File: src/rtl/timer_pkg.sv
`default_nettype none
// ============================================================================
// Module      : timer_pkg
// Description : Shared types and control-byte field positions for the
//               programmable down-counting timer.
// Revision    : 1.0 - initial release
// ============================================================================
package timer_pkg;

  // Default counter / reload width (must match the timer_in register width)
  localparam int CNT_W_DEFAULT = 8;

  // Width of the prescale exponent field inside the control byte
  localparam int PS_W = 3;

  // Bit positions inside the c_enable control byte
  localparam int EN_B   = 0;
  localparam int AR_B   = 1;
  localparam int IE_B   = 2;
  localparam int PS_LSB = 3;
  localparam int PS_MSB = 5;
  localparam int SCLR_B = 7;

  // Timer FSM states; 2'b11 is illegal and recovers to IDLE
  typedef enum logic [1:0] {
    ST_IDLE    = 2'b00,
    ST_RUN     = 2'b01,
    ST_EXPIRED = 2'b10
  } state_t;

endpackage : timer_pkg
`default_nettype wire

File: src/rtl/timer_prescaler.sv
`default_nettype none
// ============================================================================
// Module      : timer_prescaler
// Description : Free-running divide-by-2^ps counter that produces the only
//               decrement ticks for the timer. If ps shrinks below the current
//               count, the counter runs on and wraps at 2^PS_MAX.
//               PS_MAX must be at least 2^PS_W - 1 so every ps value fits.
// Revision    : 1.0 - initial release
// ============================================================================
module timer_prescaler
  import timer_pkg::*;
#(
  parameter int PS_MAX = 7
) (
  input  logic            PCLK,
  input  logic            PRESETn,
  input  logic            run,
  input  logic            clr,
  input  logic [PS_W-1:0] ps,
  output logic            tick
);

  localparam int             C_PW   = PS_MAX + 1;
  localparam logic [PS_MAX:0] c_ONE  = C_PW'(1);
  localparam logic [PS_MAX:0] c_WRAP = C_PW'((1 << PS_MAX) - 1);

  logic [PS_MAX:0] r_cnt;
  logic [PS_MAX:0] w_term;

  // Terminal value for the currently selected exponent, re-evaluated every cycle
  always_comb begin
    w_term = (c_ONE << ps) - c_ONE;
    tick   = run && (r_cnt == w_term);
  end

  // Prescale counter: cleared on request, wraps on tick or at the 2^PS_MAX limit
  always_ff @(posedge PCLK or negedge PRESETn) begin
    if (!PRESETn) begin
      r_cnt <= '0;
    end else if (clr) begin
      r_cnt <= '0;
    end else if (run) begin
      r_cnt <= (tick || (r_cnt >= c_WRAP)) ? '0 : (r_cnt + c_ONE);
    end
  end

endmodule : timer_prescaler
`default_nettype wire

File: src/rtl/timer_core.sv
`default_nettype none
// ============================================================================
// Module      : timer_core
// Description : Programmable down-counting timer fed by the APB register
//               slave. Holds the run FSM, count, reload value and sticky irq.
// Revision    : 1.0 - initial release
// ============================================================================
module timer_core
  import timer_pkg::*;
#(
  parameter int CNT_W  = CNT_W_DEFAULT,
  parameter int PS_MAX = 7
) (
  input  logic             PCLK,
  input  logic             PRESETn,
  input  logic [CNT_W-1:0] timer_in,
  input  logic [7:0]       c_enable,
  input  logic             load_strobe,
  input  logic             irq_clr,
  output logic [CNT_W-1:0] count,
  output logic             expired,
  output logic             irq,
  output logic             busy
);

  localparam logic [CNT_W-1:0] c_CNT_ONE = CNT_W'(1);

  state_t           r_state;
  logic [CNT_W-1:0] r_reload_q;

  logic            w_en, w_ar, w_ie, w_sclr;
  logic [PS_W-1:0] w_ps;
  logic            w_pre_run;
  logic            w_tick;
  logic            w_fire;
  logic            w_unused_rsvd;

  // Control-byte decode; the reserved bit is deliberately ignored
  always_comb begin
    w_en          = c_enable[EN_B];
    w_ar          = c_enable[AR_B];
    w_ie          = c_enable[IE_B];
    w_sclr        = c_enable[SCLR_B];
    w_ps          = c_enable[PS_MSB:PS_LSB];
    w_unused_rsvd = c_enable[6];
    // Prescaler advances only while genuinely counting; everything else clears it
    w_pre_run     = (r_state == ST_RUN) && w_en && !w_sclr && !load_strobe;
    // Terminal-count event: a tick that takes the counter off 1
    w_fire        = w_tick && (count == c_CNT_ONE);
  end

  timer_prescaler #(
    .PS_MAX (PS_MAX)
  ) u_prescaler (
    .PCLK    (PCLK),
    .PRESETn (PRESETn),
    .run     (w_pre_run),
    .clr     (!w_pre_run),
    .ps      (w_ps),
    .tick    (w_tick)
  );

  // Main FSM with count/reload registers and registered expired/busy outputs
  always_ff @(posedge PCLK or negedge PRESETn) begin
    if (!PRESETn) begin
      r_state    <= ST_IDLE;
      count      <= '0;
      r_reload_q <= '0;
      expired    <= 1'b0;
      busy       <= 1'b0;
    end else begin
      expired <= 1'b0;
      if (w_sclr) begin
        count   <= '0;
        r_state <= ST_IDLE;
        busy    <= 1'b0;
      end else if (load_strobe) begin
        r_reload_q <= timer_in;
        count      <= timer_in;
        if (w_en && (timer_in != '0)) begin
          r_state <= ST_RUN;
          busy    <= 1'b1;
        end else begin
          r_state <= ST_IDLE;
          busy    <= 1'b0;
        end
      end else begin
        case (r_state)
          ST_IDLE: begin
            if (w_en && (count != '0)) begin
              r_state <= ST_RUN;
              busy    <= 1'b1;
            end
          end
          ST_RUN: begin
            if (!w_en) begin
              r_state <= ST_IDLE;
              busy    <= 1'b0;
            end else if (w_tick) begin
              if (w_fire) begin
                expired <= 1'b1;
                if (w_ar && (r_reload_q != '0)) begin
                  count <= r_reload_q;
                end else begin
                  count   <= '0;
                  r_state <= ST_EXPIRED;
                  busy    <= 1'b0;
                end
              end else begin
                count <= count - c_CNT_ONE;
              end
            end
          end
          ST_EXPIRED: begin
            if (!w_en) begin
              r_state <= ST_IDLE;
            end
          end
          default: begin
            r_state <= ST_IDLE;
            busy    <= 1'b0;
          end
        endcase
      end
    end
  end

  // Sticky interrupt: a new terminal count wins over a same-cycle clear
  always_ff @(posedge PCLK or negedge PRESETn) begin
    if (!PRESETn) begin
      irq <= 1'b0;
    end else if (w_fire && w_ie) begin
      irq <= 1'b1;
    end else if (irq_clr) begin
      irq <= 1'b0;
    end
  end

endmodule : timer_core
`default_nettype wire
File: config.mk
export PLATFORM = sky130hd
export DESIGN_NAME = timer_core
export DESIGN_NICKNAME = d
export VERILOG_FILES = /design/src/rtl/timer_pkg.sv /design/src/rtl/timer_prescaler.sv /design/src/rtl/timer_core.sv
export SDC_FILE = /design/constraint.sdc
export NUM_CORES = 1
export LEC_CHECK = 0
export ABC_AREA = 1
export ABC_CLOCK_PERIOD_IN_PS = 4600
export BUFFER_PORTS_ARGS = -buffer_cell sky130_fd_sc_hd__buf_2
export CAP_MARGIN = 20
export CORE_MARGIN = 8
export CORE_UTILIZATION = 45
export DETAILED_ROUTE_END_ITERATION = 6
export GPL_TIMING_DRIVEN = 0
export PLACE_DENSITY = 0.62
export SLEW_MARGIN = 20
export SYNTH_ARGS = -nofsm -noshare
export SYNTH_HDL_FRONTEND = slang
export SYNTH_SLANG_ARGS = --single-unit
File: constraint.sdc
create_clock -name PCLK -period 4.6 [get_ports PCLK]
set_input_delay 0.23 -clock PCLK [delete_from_list [all_inputs] [get_ports PCLK]]
set_output_delay 0.23 -clock PCLK [all_outputs]
set_load 0.02 [all_outputs]
* Word-level counts from Yosys, hierarchy flattened
Index checks and enable logic that the tools add are counted.
** Word-level totals
- Bits in registers :: 29
- Bits of input ports :: 20
- Output and inout bits :: 11
- Logic and storage cells :: 83
** Operators by class
- Add/sub/neg operators :: 3
- Magnitude comparators :: 1
- Equal/unequal tests :: 10
- Shift operators :: 1
- Multiplexer cells :: 36
- Bitwise logic cells :: 1
- Reductions and logical operators :: 24
** Operator list (number)
- two-way mux 8 bit :: 9
- nonzero test 8 bit :: 3
- two-way mux 1 bit :: 17
- two-way mux 2 bit :: 8
- subtractor 8 x 1 -> 8 bit, second input constant :: 2
- inequality test 5 bit, second input constant :: 2
- AND reduction 5 bit :: 2
- logical AND 1 bit :: 9
- nonzero test 3 bit :: 3
- adder 8 x 1 -> 8 bit, second input constant :: 1
- equality test 8 x 1 -> 1 bit, second input constant :: 1
- equality test 8 bit :: 1
- greater-or-equal comparator 8 x 7 -> 1 bit, second input constant :: 1
- inequality test 4 bit, second input constant :: 2
- left shift 1 x 3 -> 8 bit, first input constant :: 1
- case mux 2 bit (3 select lines) :: 1
- inequality test 5 x 4 -> 1 bit, second input constant :: 1
- inequality test 3 bit, second input constant :: 1
- case mux 1 bit (3 select lines) :: 1
- AND reduction 3 bit :: 1
- equality test 2 x 1 -> 1 bit, second input constant :: 1
- equality test 2 bit, second input constant :: 1
- logical NOT 1 bit :: 2
- logical NOT 2 bit :: 1
- other kinds (4) :: 4

* Longest topological paths before layout
- Depth in word-level cells :: 12
- Depth in mapped cells :: 17
- Gate-level depth less buffers :: 16

* By module
From an unflattened synthesis, not the netlist that was laid out.
** Second synthesis, totals
- Cells, all modules :: 295
- Area, all modules :: 2087.0 um2
** By module, submodules not included
- timer_core :: instances 1, cells each 183, area each 1342.5 um2, sequential area each 525.5 um2
- timer_prescaler :: instances 1, cells each 112, area each 744.5 um2, sequential area each 200.2 um2

* Worst setup path before layout
No wires, ideal clock.
- Path kind :: input-to-reg
- Start point :: in c_enable[4]
- End point :: reg busy
- Setup time :: 119 ps
- Data arrival time :: 1730 ps
- Setup slack :: 2751 ps
- Stages :: 14
- Cells stage by stage :: buf_4 > nor2_4 > nand2_1 > ha_1 > nand2_1 > nand3_1 > nor2_1 > nand3_1 > nor2_4 > nand3_4 > nand2_1 > nand3_1 > nand2_1 > nand2_1
** Between the ends
- Longest elaborated chain between the ends :: 7
** RTL lines
- start, declared :: RTL line timer_core.sv:17 : input logic [7:0] c_enable,
- left shift 1 x 3 -> 8 bit * :: RTL line timer_prescaler.sv:32 : w_term = (c_ONE << ps) - c_ONE;
- subtractor 8 x 1 -> 8 bit * :: RTL line timer_prescaler.sv:32
- equality test 8 bit * :: RTL line timer_prescaler.sv:33 : tick = run && (r_cnt == w_term);
- logical AND 1 bit * :: RTL line timer_prescaler.sv:33
- logical AND 1 bit :: RTL line timer_core.sv:49 : w_fire = w_tick && (count == c_CNT_ONE);
- inequality test 5 bit (no line)
- AND reduction 5 bit (no line) *
- end signal, assigned :: RTL line timer_core.sv:70 : busy <= 1'b0;
- end signal, assigned :: RTL line timer_core.sv:76 : busy <= 1'b0;
- end signal, assigned :: RTL line timer_core.sv:82 : busy <= 1'b1;
- end, declared :: RTL line timer_core.sv:23 : output logic busy
Every way passes the cells marked *; elsewhere a longest branch is shown, timed or not.
A chain may end at the register's enable or synchronous reset.

* Final worst setup path
- Start point :: in c_enable[4]
- End point :: reg count[1]
** Between the ends
- Longest elaborated chain between the ends :: 11
** RTL lines
- left shift 1 x 3 -> 8 bit * :: RTL line timer_prescaler.sv:32
- subtractor 8 x 1 -> 8 bit * :: RTL line timer_prescaler.sv:32
- equality test 8 bit * :: RTL line timer_prescaler.sv:33
- logical AND 1 bit * :: RTL line timer_prescaler.sv:33
- logical AND 1 bit :: RTL line timer_core.sv:49
- two-way mux 8 bit :: RTL line timer_core.sv:100 : if (w_fire) begin
- two-way mux 8 bit :: RTL line timer_core.sv:99 : end else if (w_tick) begin
- two-way mux 8 bit :: RTL line timer_core.sv:96 : if (!w_en) begin
- two-way mux 8 bit :: RTL line timer_core.sv:88 : case (r_state)
- two-way mux 8 bit :: RTL line timer_core.sv:77 : end else if (load_strobe) begin
- two-way mux 8 bit :: RTL line timer_core.sv:73 : if (w_sclr) begin
- end signal, assigned :: RTL line timer_core.sv:79 : count <= timer_in;
- end signal, assigned :: RTL line timer_core.sv:103 : count <= r_reload_q;
- end signal, assigned :: RTL line timer_core.sv:110 : count <= count - c_CNT_ONE;
- end, declared :: RTL line timer_core.sv:20 : output logic [CNT_W-1:0] count,
Every way passes the cells marked *; elsewhere a longest branch is shown, timed or not. The select of a mux whose other input is x is not followed.

==> flow_metrics.env <==
export IMPL_status="complete, but fails checks"
export IMPL_violations="negative hold slack"
export IMPL_avgSynthCellArea_sq_um=7.34
export IMPL_rsz0062_at_grt="no"
export IMPL_num_vias=1898
export IMPL_cts_resized=0
export IMPL_grt_pass1_wl_um=8730
export IMPL_ys_seq_elements=29
export IMPL_p_clk_share_pct=30.3
export IMPL_holdWs_ps=-18.8
export IMPL_die_w_um=84.1
export IMPL_path_class="input port to flop"
export IMPL_cts_tree="done"
export IMPL_ys_seq_area_share_pct=34.8
export IMPL_fin_area_sq_mm=0.00235
export IMPL_post_cts_buffers=0
export IMPL_finClkSkew_ps=5.61
export IMPL_grt_max_degree=30
export IMPL_syn_cell_area_sq_mm=0.00209
export IMPL_ys_warn_count=0
export IMPL_critPathTopFamily="simple AND/OR/NAND/NOR gates"
export IMPL_clk_latency_ps=280
export IMPL_ir_drop_mv=0.167
export IMPL_area_delta_synth_final_pct=12.9
export IMPL_gp_congestion=0.831
export IMPL_crit_chain="buf_4 > nor2_4 > nand2_1 > ha_1 > inv_1 > nand2_1 > nand3_1 > nor2_1 > nand3_1 > nor2_4 > nand2_4 > a22oi_1 > a21oi_1"
export IMPL_setup_tns_ps=0
export IMPL_combPwrFrac_pct=23.8
export IMPL_hp_class="input port to async pin"
export IMPL_dpl_cell_area_sq_mm=0.00228
export IMPL_ys_types=33
export IMPL_hold_violations=29
export IMPL_core_sq_mm=0.00441
export IMPL_dpl_worst_slack_ps=2550
export IMPL_clock_path_buffers=2
export IMPL_clk_pin_slew_ps=60
export IMPL_cpMaxStageDelayCell="ha_1"
export IMPL_worstPathRequired_ps=4760
export IMPL_antennaDiodeCount=0
export IMPL_ios=31
export IMPL_antenna_found_initial=0
export IMPL_worstPathArrival_ps=1950
export IMPL_slew_headroom_pct=54.2
export IMPL_wire_per_inst_um=13.2
export IMPL_clock_sinks=29
export IMPL_worst_setup_path_start_kind="input port"
export IMPL_end_kind="flop"
export IMPL_die_h_um=84.1
export IMPL_final_net_count=341
export IMPL_power_mw=0.646
export IMPL_power_switching_mw=0.215
export IMPL_drive_gt1_share_pct=18.0
export IMPL_syn_inst=284
export IMPL_die_area_sq_mm=0.00707
export IMPL_synth_nets=308
export IMPL_timing_final_ws_setup_ps=2810
export IMPL_first_iter_violations=141
export IMPL_drtPass1Iterations=4
export IMPL_drv_cap=0
export IMPL_drcViolationCount=0
export IMPL_overflow=0
export IMPL_grt_pass1_vias=1868
export IMPL_port_buffers=26
export IMPL_tightest_slew_ps=687
export IMPL_finalWirelength_um=4850
export IMPL_route_antenna_remaining_nets=0
export IMPL_initial_core_util_pct=47.3
export IMPL_setup_viol=0
export IMPL_hold_buffers=0
export IMPL_power_frac_seq_pct=46.0
export IMPL_dp_final_hpwl_um=3690
export IMPL_period_share_pct=38.9
export IMPL_fmax_mhz=559
export IMPL_grt_total_usage_pct=14.8
export IMPL_slowest_delay_ps=330
export IMPL_rows=24
export IMPL_vias_per_cell=5.16
export IMPL_cts_buffers=5
export IMPL_root_buffer="clkbuf_8"
export IMPL_crit_fanout=10
export IMPL_path_buf_inv=2
export IMPL_power_density_mw_per_mm2=274
export IMPL_slew_viol_final=0
export IMPL_leakage_nw=1.18
export IMPL_switching_share_pct=33.2
export IMPL_cellInternalPower_mw=0.431
export IMPL_htreeDepth=2
export IMPL_post_route_min_period_ps=1790
layout make-up:
class	count	area, sq um
clock buffer	5	68.8
inverter	35	136
buffer	6	31.3
clock inverter	1	5.00
tap	52	65.1
fill	448	2060
timing repair buffer	26	130
sequential	29	726
multi-input combinational	214	1190
power by group through the flow:
stage               combinational [mW]  clock, mW  sequential (mW)
floorplan                       0.0984          0            0.309
global placement                 0.153          0            0.301
detailed placement               0.153          0            0.301
CTS                              0.154      0.200            0.297
global route                     0.177      0.211            0.301
finish                           0.153      0.196            0.297
per-layer routing:
metal,global-route usage (%),up-vias,wire length [um]
met5,0,-,0
met4,4.24,0,49
met3,4.88,5,284
met2,20.0,41,1920
met1,21.3,859,2590
li1,-,993,-
registers in the layout, summed over array words and instances, names as in the netlist:
register / flops
busy: 1
r_state: 2
expired: 1
count: 8
r_reload_q: 8
u_prescaler.r_cnt: 8
irq: 1
synth_stat cells, drive strengths merged:
cell type   n  share of area, %
nand2      75                14
nor3        4              0.96
clkbuf      1              0.18
a21oi      11               2.6
inv        35               6.5
xor2        6               2.5
nand3      43                11
nor2       37                10
dfrtp      29                35
buf         5               1.3
o31a        1              0.42
nor3b       2               1.2
a22oi       8               2.9
and3        1              0.30
o31ai       1              0.36
nor4        2              0.60
xnor2       4               2.0
o21ai       9               2.2
ha          4               2.4
nand4       6               2.5
logic make-up after synthesis:
kind of cell / synth area share [%]
adder cells (fa/ha/maj): 2.40
flip-flops: 34.8
XOR/XNOR: 4.56
buffers and inverters: 8.04
AO/OA/AOI/OAI: 8.46
AND/OR/NAND/NOR: 41.8
layout by cell type (no fill, tap or decap), drive strengths merged:
master	count
a21oi	11
o21ai	9
clkbuf	6
xnor2	4
o31a	1
inv	35
dfrtp	29
nor4	2
nor3	4
and3	1
nand3	43
nand2	75
o31ai	1
a22oi	8
clkinv	1
xor2	6
buf	31
nor3b	2
ha	4
nor2	37
nand4	6
stage by stage:
| stage | cells | util [%] |
|---|---|---|
| floorplan | 284 | - |
| global placement | 362 | 51.7 |
| detailed placement | 362 | 51.7 |
| CTS | 368 | 53.3 |
| global route | 368 | 53.3 |
| finish | 368 | 53.3 |
path summary, 6_finish.rpt:
path                        startpoint              endpoint  slack (ps)  cells past startpoint
max in group asynchronous      PRESETn         r_reload_q[2]        4170                      1
min in group PCLK              irq_clr                   irq         130                      2
setup / recovery           c_enable[4]              count[1]        2810                     13
setup reg to reg            r_state[1]                  busy        2870                     12
hold / removal                 PRESETn  u_prescaler.r_cnt[2]         -20                      1
hold reg to reg                   busy                  busy         490                      2
No activity file was read; power rests on OpenSTA's default activity.
